## src/rtl/bram_rd_stream.sv

```systemverilog
// Streaming read front-end for a registered-output 1R1W BRAM: valid/ready address requests in, in-order data responses out.
// Optional BRAM_RD_STREAM_ADDR_ECHO_EN adds resp_addr, echoing the address of the word on resp_data.
module bram_rd_stream #(
  parameter int ADDR_WIDTH = 4,
  parameter int DATA_WIDTH = 8
) (
  input  logic                  clk,
  input  logic                  reset,
  input  logic                  req_valid,
  output logic                  req_ready,
  input  logic [ADDR_WIDTH-1:0] req_addr,
  output logic                  resp_valid,
  input  logic                  resp_ready,
  output logic [DATA_WIDTH-1:0] resp_data,
`ifdef BRAM_RD_STREAM_ADDR_ECHO_EN
  output logic [ADDR_WIDTH-1:0] resp_addr,
`endif
  input  logic                  bram_wr_en,
  output logic [ADDR_WIDTH-1:0] bram_rd_addr,
  input  logic [DATA_WIDTH-1:0] bram_rd_data
);

  logic                  inflight_q;
  logic [1:0]            count_q, count_d;
  logic                  rd_ptr_q, wr_ptr_q;
  logic [DATA_WIDTH-1:0] data_q [2];
  logic                  pop, accept, push;
  logic [1:0]            occ;

  assign bram_rd_addr = req_addr;
  assign resp_valid   = (count_q != 2'd0);
  assign resp_data    = data_q[rd_ptr_q];
  assign pop          = resp_valid && resp_ready;
  assign push         = inflight_q;

  // Slots committed after this cycle: buffered words plus the word in the BRAM pipe, minus the one leaving.
  assign occ       = count_q + {1'b0, inflight_q} - {1'b0, pop};
  assign req_ready = !bram_wr_en && (occ < 2'd2);
  assign accept    = req_valid && req_ready;

  always_comb begin
    count_d = count_q + {1'b0, push} - {1'b0, pop};
  end

  always_ff @(posedge clk or posedge reset) begin
    if (reset) begin
      inflight_q <= 1'b0;
      count_q    <= 2'd0;
      rd_ptr_q   <= 1'b0;
      wr_ptr_q   <= 1'b0;
      data_q[0]  <= '0;
      data_q[1]  <= '0;
    end else begin
      inflight_q <= accept;
      count_q    <= count_d;
      if (push) begin
        data_q[wr_ptr_q] <= bram_rd_data;
        wr_ptr_q         <= ~wr_ptr_q;
      end
      if (pop) begin
        rd_ptr_q <= ~rd_ptr_q;
      end
    end
  end

`ifdef BRAM_RD_STREAM_ADDR_ECHO_EN
  // Address of the word in the BRAM pipe, then a FIFO sharing the data FIFO's pointers.
  logic [ADDR_WIDTH-1:0] addr_pipe_q;
  logic [ADDR_WIDTH-1:0] addr_q [2];

  assign resp_addr = addr_q[rd_ptr_q];

  always_ff @(posedge clk or posedge reset) begin
    if (reset) begin
      addr_pipe_q <= '0;
      addr_q[0]   <= '0;
      addr_q[1]   <= '0;
    end else begin
      if (accept) begin
        addr_pipe_q <= req_addr;
      end
      if (push) begin
        addr_q[wr_ptr_q] <= addr_pipe_q;
      end
    end
  end
`endif

endmodule
```

## config.mk

```make
export PLATFORM = sky130hd
export DESIGN_NAME = bram_rd_stream
export DESIGN_NICKNAME = d
export VERILOG_FILES = /design/src/rtl/bram_rd_stream.sv
export SDC_FILE = /design/constraint.sdc
export NUM_CORES = 1
export LEC_CHECK = 0
export CAP_MARGIN = 20
export CORE_MARGIN = 5
export CORE_UTILIZATION = 48
export DETAILED_ROUTE_END_ITERATION = 10
export GPL_TIMING_DRIVEN = 0
export PLACE_DENSITY_LB_ADDON = 0.2
export SLEW_MARGIN = 20
export SYNTH_ARGS = -nofsm -noshare
export SYNTH_HDL_FRONTEND = slang
export SYNTH_SLANG_ARGS = --single-unit
```

## constraint.sdc

```tcl
create_clock -name clk -period 4.23 [get_ports clk]
set_clock_uncertainty 0.15 [all_clocks]
set_input_delay 0.423 -clock clk [delete_from_list [all_inputs] [get_ports clk]]
set_output_delay 0.423 -clock clk [all_outputs]
set_load 0.05 [all_outputs]
```

# --- Yosys cells after proc, flatten, opt, wreduce, memory -nomap -nowiden ---
# Cells that the tools add are included.
word_totals:
  register_bits: 21
  in_bits: 17
  word_cells: 28
op_classes:
  bitwise: 4
  n_reduce_logical: 6
  mux: 6
  order_cmp: 4
  add_sub_neg: 2
ops:
  columns: ["operator", "n"]
  rows:
  - ["$mux 8", 4]
  - ["$bwmux 16", 1]
  - ["$demux 8 s1", 1]
  - ["$ge 2x2->1 const B", 2]
  - ["$logic_and 1x1->1", 4]
  - ["$not 1->2", 2]
  - ["$add 2x1->2", 1]
  - ["$lt 2x1->1 const B", 1]
  - ["$lt 2x2->1 const B", 1]
  - ["$not 1->1", 2]
  - ["$reduce_bool 2->1", 1]
  - ["$sub 2x1->2", 1]
  - ["$logic_not 1->1", 1]

# --- Longest topological paths before layout ---
# Gate-level depths: netlist of the first run.
depth:
  ltp_word: 6
  depth_mapped: 6
  ltp_nobuf: 6

# --- Least setup slack after synthesis of the first run ---
# Ideal clock, no wire load.
synth_timing:
  path_kind: "reg2out"
  start: "register count_q[0]"
  end: "output port req_ready"
  slack_ps: 1713
  path_buffers: 0
  stages_incl_launch_ff: 7
  arrival_time_ps: 1944
  required_ps: 3657
  cell_sequence: "dfrtp_1 > o21a_1 > ha_1 > inv_1 > ha_1 > xor3_2 > nor2_1"
synth_via:
  elab_chain_len: 5
synth_rtl:
  columns: ["element", "line_no", "rtl"]
  rows:
  - ["start, declared", "24", "logic [1:0] count_q, count_d;"]
  - ["start signal, assigned", "55", "count_q <= count_d;"]
  - ["$reduce_bool 2->1", "31", "assign resp_valid = (count_q != 2'd0);"]
  - ["$logic_and 1x1->1", "33", "assign pop = resp_valid && resp_ready;"]
  - ["via pop", "27", "logic pop, accept, push;"]
  - ["$sub 2x1->2", null, null]
  - ["via count_d[1]", "24", null]
  - ["$lt 2x2->1", "38", "assign req_ready = !bram_wr_en && (occ < 2'd2);"]
  - ["$logic_and 1x1->1", "38", null]
  - ["end, declared", "10", "output logic req_ready,"]
# The timed path passes the listed nets, and every way through them passes these cells.

# --- Worst setup path after layout of the first run ---
layout_timing:
  start: "input port resp_ready"
  end: "output port req_ready"
layout_via:
  elab_chain_len: 4
layout_rtl:
  columns: ["element", "line_no", "rtl"]
  rows:
  - ["start, declared", "13", "input logic resp_ready,"]
  - ["$logic_and 1x1->1", "33", null]
  - ["via pop", "27", null]
  - ["$sub 2x1->2", null, null]
  - ["via count_d[1]", "24", null]
  - ["$lt 2x2->1", "38", null]
  - ["$logic_and 1x1->1", "38", null]
# The timed path passes the listed nets, and every way through them passes these cells.

==> flow_summary.ini, run 1 <==
[power_and_ir_drop]
power-per-cell-area_nw_per_um2 = 893
ir_drop_mv = 0.413
p_leak_nw = 0.557

[critical_path]
endpoint_kind = output port
crit_path_max_incr_delay_ps = 810
worstPathMaxFanout = 3
path_class = in -> out
path_cells = clkdlybuf4s50_1 -> o21a_1 -> ha_1 -> inv_1 -> ha_1 -> xor3_2 -> nor2_1 -> clkdlybuf4s50_1
cp_slowest_cell = clkdlybuf4s50_1
path_delay_family = buffers and inverters
cp.buffers_inverters = 3
arrival_ps = 2660
start_kind = input port
crit_required_ps = 3660

[cells_and_area]
nets = 115
syn2layout_area_growth_pct = 33.7
regArea_sq_um = 526
multiInputGateArea_sq_um = 378
drive_above_1_share_pct = 38.9
nFillCells = 154
num_antenna_cells = 0
utilization_pct = 66.4

[sta]
setup_ws_ps = 993
finalHoldViolCount = 0
rsz0062_at_grt = no
setup_viol = 0
timing.final.crit_share_pct = 76.5
slew_headroom_pct = 50.0
fin_setup_tns_ps = 0
period_minus_slack_ps = 3240
fmax_mhz = 309
slew_violations = 0
worstMarginPinSlew_ps = 749

[grt]
grt_pass1_vias = 661
grt_pass1_wl_mm = 2.93
track_usage_pct = 13.7
grt_max_degree = 22
grt_overflow = 0
antenna_found_initial = 0

[clock_network]
cts_num_sinks = 21
cts_resized = 0
ctsHoldBuffers = 0
worstSkewPairLatency_ps = 300
cts-root-buf = clkbuf_4
h-tree-depth = 1
cts_buffers = 3
clk_pin_slew_ps = 120
cts_setup_buffers = 0
cts_tree = yes
cts_buffer_depth = 2

[route]
detail-route-antenna-nets = 0
drt_iter0_markers = 7
avgViaCountPerCell = 4.75
routed_wl_mm = 1.63
first_pass_iters = 2
vias = 580
wl_per_cell_um = 13.3
drc = 0

[logic_synthesis]
synthesis.area_sq_um = 955
synth.ff_latch_count = 21
synth_nets = 84
synth-seq-area-share_pct = 55.0
postSynthCellCount = 65
yosysWarningCount = 0
avgSynthCellArea_sq_um = 14.7
yosysUniqueCellTypes = 14

[flow_run]
drv_cap = 0

[floorplan]
rows = 16
die_y_um = 54.6
dieArea_sq_um = 2980
die_w_um = 54.6
pin_count = 31
initial_core_util_pct = 49.7
core_sq_um = 1920

[place]
dp_slack_ps = 1000
port_buffers = 26
place_congestion = 0.682

[hold_path]
hold_path.class = reg -> reg

[outcome]
status = completed
-- power by group --
group	switching [mW]	internal (mW)	total, mW
Combinational	0.386	0.305	0.690
Clock	0.0600	0.0352	0.0952
Sequential	0.0506	0.303	0.354
Total	0.496	0.643	1.14
-- kinds of logic after synthesis --
family          share of synthesized area [%]
buf+inv                                  5.37
xor+xnor                                 4.46
compound gates                          0.787
fa+ha+maj                                2.62
simple gates                             3.41
flops                                    55.0
mux                                      28.3
-- cells in the mapped netlist --
cell type,instances,area (sq um)
nand2_1,1,3.75
dfrtp_1,21,526
ha_1,2,25.0
xor2_1,2,17.5
xor3_2,1,25.0
inv_1,3,11.3
mux2_2,24,270
or2_2,1,6.26
o21a_1,1,7.51
buf_2,2,10.0
nor2_1,1,3.75
nand2b_1,1,6.26
buf_4,4,30.0
nor3b_2,1,12.5
-- worst register-to-register path: stages, from the launching register on --
cell and delay [ps]:
dfrtp_1 400, o21a_1 220, ha_1 270, inv_1 50, ha_1 140, xor3_2 280
nor3b_2 180
-- final cells by class --
type | count | area share, %
sequential | 21 | 41.2
multi-input combinational | 35 | 29.6
timing repair buffer | 26 | 20.4
buffer | 6 | 3.14
tap | 27 | 2.65
clock buffer | 3 | 1.76
inverter | 3 | 0.882
clock inverter | 1 | 0.392
-- state kept, by name, summed over array words and instances (netlist names) --
| register | cells |
|---|---|
| data_q | 16 |
| count_q | 2 |
| inflight_q | 1 |
| rd_ptr_q | 1 |
| wr_ptr_q | 1 |
-- metrics by stage --
stage          instances  cell area, sq um  hold slack, ps  total power, mW
2_1_floorplan         65               955             250            0.862
3_3_place_gp         118              1250             320             1.04
3_5_place_dp         118              1250             325             1.06
4_1_cts              122              1280             341             1.15
5_1_grt              122              1280             361             1.21
6_report             122              1280             340             1.14
-- final timing paths --
kind,end,start,cells past startpoint,slack [ps]
min,wr_ptr_q,wr_ptr_q,1,340
max in group asynchronous,data_q[14],reset,2,3060
max,req_ready,resp_ready,8,990
min reg2reg,wr_ptr_q,wr_ptr_q,1,340
min in group asynchronous,data_q[3],reset,2,390
max reg2reg,inflight_q,count_q[0],6,2470
-- layer usage --
layer  GRT usage, %  vias up  wire (um)  share of wire (%)
met1           16.9      284        707                 43
met2           22.4       20        815                 50
met3           4.63        0        105                6.4
met4           3.73        0          0                  0
li1               -      276          -                  -
met5              0        -          0                  0
-- cells in the final DEF (no fill, tap or decap), types with 2 or more instances in the layout --
master / count
clkdlybuf4s50_1: 26
mux2_2: 24
buf_2: 2
ha_1: 2
dfrtp_1: 21
buf_4: 4
inv_1: 3
xor2_1: 2
clkbuf_4: 3
No activity file was read; power rests on OpenSTA's default activity.
==> run 2, diff against run 1 <==
--- a/config.mk
+++ b/config.mk
@@ -7,7 +7,7 @@
 export LEC_CHECK = 0
 export CAP_MARGIN = 20
 export CORE_MARGIN = 5
-export CORE_UTILIZATION = 48
+export CORE_UTILIZATION = 40
 export DETAILED_ROUTE_END_ITERATION = 10
 export GPL_TIMING_DRIVEN = 0
 export PLACE_DENSITY_LB_ADDON = 0.2
==> constraint.sdc (replaced) <==
create_clock -name clk -period 2.78 [get_ports clk]
set_clock_uncertainty 0.15 [all_clocks]
set_input_delay 0.278 -clock clk [delete_from_list [all_inputs] [get_ports clk]]
set_output_delay 0.278 -clock clk [all_outputs]
set_load 0.05 [all_outputs]
==> flow_summary.ini, run 2 (synthesis gave the netlist of run 1 again) <==
[critical_path]
path_class = reg -> out
worstPathMaxFanout = 3
path_cells = o21a_1 -> ha_1 -> inv_1 -> ha_1 -> xor3_2 -> nor2_1 -> clkbuf_2
crit_path_max_incr_delay_ps = 400
cp_common_cell = ha_1
crit_required_ps = 2350
endpoint_kind = output port
arrival_ps = 2040
cp_slowest_cell = dfrtp_1
start_kind = flip-flop

[cells_and_area]
final_common_cell = clkdlybuf4s50_1
max_flop_register = data_q
most-common-layout-cells = 25 x clkdlybuf4s50_1, 24 x mux2_2, 21 x dfrtp_1, 4 x buf_4
multiInputGateArea_sq_um = 378
regArea_sq_um = 526
nets = 115
fin_cells = 123
reg.largest.list = data_q (16), count_q (2)
nFillCells = 197
final_cell_area_sq_um = 1270
largest_reg_flops = 16
num_antenna_cells = 0
drive_above_1_share_pct = 40.0
syn2layout_area_growth_pct = 33.3
utilization_pct = 56.4

[clock_network]
cts_tree = yes
cts_num_sinks = 21
ctsHoldBuffers = 0
h-tree-depth = 1
cts_buffers = 3
cts_setup_buffers = 0
cts_buffer_depth = 2
cts-root-buf = clkbuf_4
worstSkewPairLatency_ps = 290
clk_pin_slew_ps = 110

[grt]
grt_pass1_wl_mm = 2.90
grt_max_degree = 22
track_usage_pct = 11.1
antenna_found_initial = 0
grt_pass1_vias = 655
grt_overflow = 0

[power_and_ir_drop]
ir_drop_mv = 0.751
p_leak_nw = 0.558
power-per-cell-area_nw_per_um2 = 1360
fin_total_pwr_mw = 1.72

[sta]
period_minus_slack_ps = 2470
worstMarginPinSlew_ps = 755
finalHoldViolCount = 0
slew_violations = 0
hold_slack_ps = 252
fin_setup_tns_ps = 0
setup_viol = 0
setup_ws_ps = 309
slew_headroom_pct = 49.6
timing.final.crit_share_pct = 88.9
rsz0062_at_grt = no
fmax_mhz = 405

[route]
drt_iter0_markers = 3
drc = 0
wl_per_cell_um = 13.5
avgViaCountPerCell = 4.77
routed_wl_mm = 1.66
vias = 587
first_pass_iters = 2
detail-route-antenna-nets = 0

[floorplan]
core_sq_um = 2250
die_y_um = 58.9
dieArea_sq_um = 3460
die_w_um = 58.9
initial_core_util_pct = 42.3
rows = 17
pin_count = 31

[flow_run]
drv_cap = 0

[place]
placed_area_sq_um = 1250
dp_slack_ps = -153
place_congestion = 0.628
dp_cells = 119
dp_hpwl_mm = 1.26
port_buffers = 26

[outcome]
status = completed

[hold_path]
hold_path.class = in -> async
## run 2: changes by cell type in the layout (fill, tap and decap cells not counted), sizes merged
cell,delta
clkbuf,+1
clkdlybuf4s50,-1
## run 2: critical path, delay by kind of cell (launching register included)
| kind | cells | cell delay, ps |
|---|---|---|
| AO/OA/AOI/OAI | 1 | 210 |
| XOR/XNOR | 1 | 280 |
| adder cells (fa/ha/maj) | 2 | 410 |
| buffers and inverters | 2 | 340 |
| flip-flops | 1 | 400 |
| AND/OR/NAND/NOR | 1 | 110 |
## run 2: path summary, 6_finish.rpt
check	startpoint	slack, ps	cells after the start	endpoint
max	count_q[0]	310	7	req_ready
min	reset	250	2	wr_ptr_q
max reg2reg	count_q[0]	1020	6	inflight_q
min reg2reg	wr_ptr_q	360	1	wr_ptr_q
max in group asynchronous	reset	1760	2	count_q[0]
min in group clk	wr_ptr_q	360	1	wr_ptr_q
## run 2: area by class of cell
cell class	instances	area share, %
buffer	6	3.15
multi-input combinational	35	29.7
timing repair buffer	26	20.1
inverter	3	0.885
sequential	21	41.3
clock buffer	3	1.77
clock inverter	1	0.393
tap	28	2.75
## run 2: where the power goes
part | switching [mW] | internal (mW)
sequential | 0.0738 | 0.462
clock | 0.0878 | 0.0535
combinational | 0.593 | 0.455
total | 0.754 | 0.970
## run 2: timing repair
action | 4_1_cts | 5_1_grt
pin swaps | 0 | 0
gates resized for setup | 1 | 2
endpoints found under the setup margin | 1 | 1
## run 2: metal layers
| metal | global-route usage, % | vias up | wire [um] |
|---|---|---|---|
| li1 | - | 279 | - |
| met2 | 17.0 | 20 | 798 |
| met3 | 3.07 | 2 | 126 |
| met1 | 14.6 | 286 | 724 |
| met5 | 0 | - | 0 |
| met4 | 4.85 | 0 | 11 |
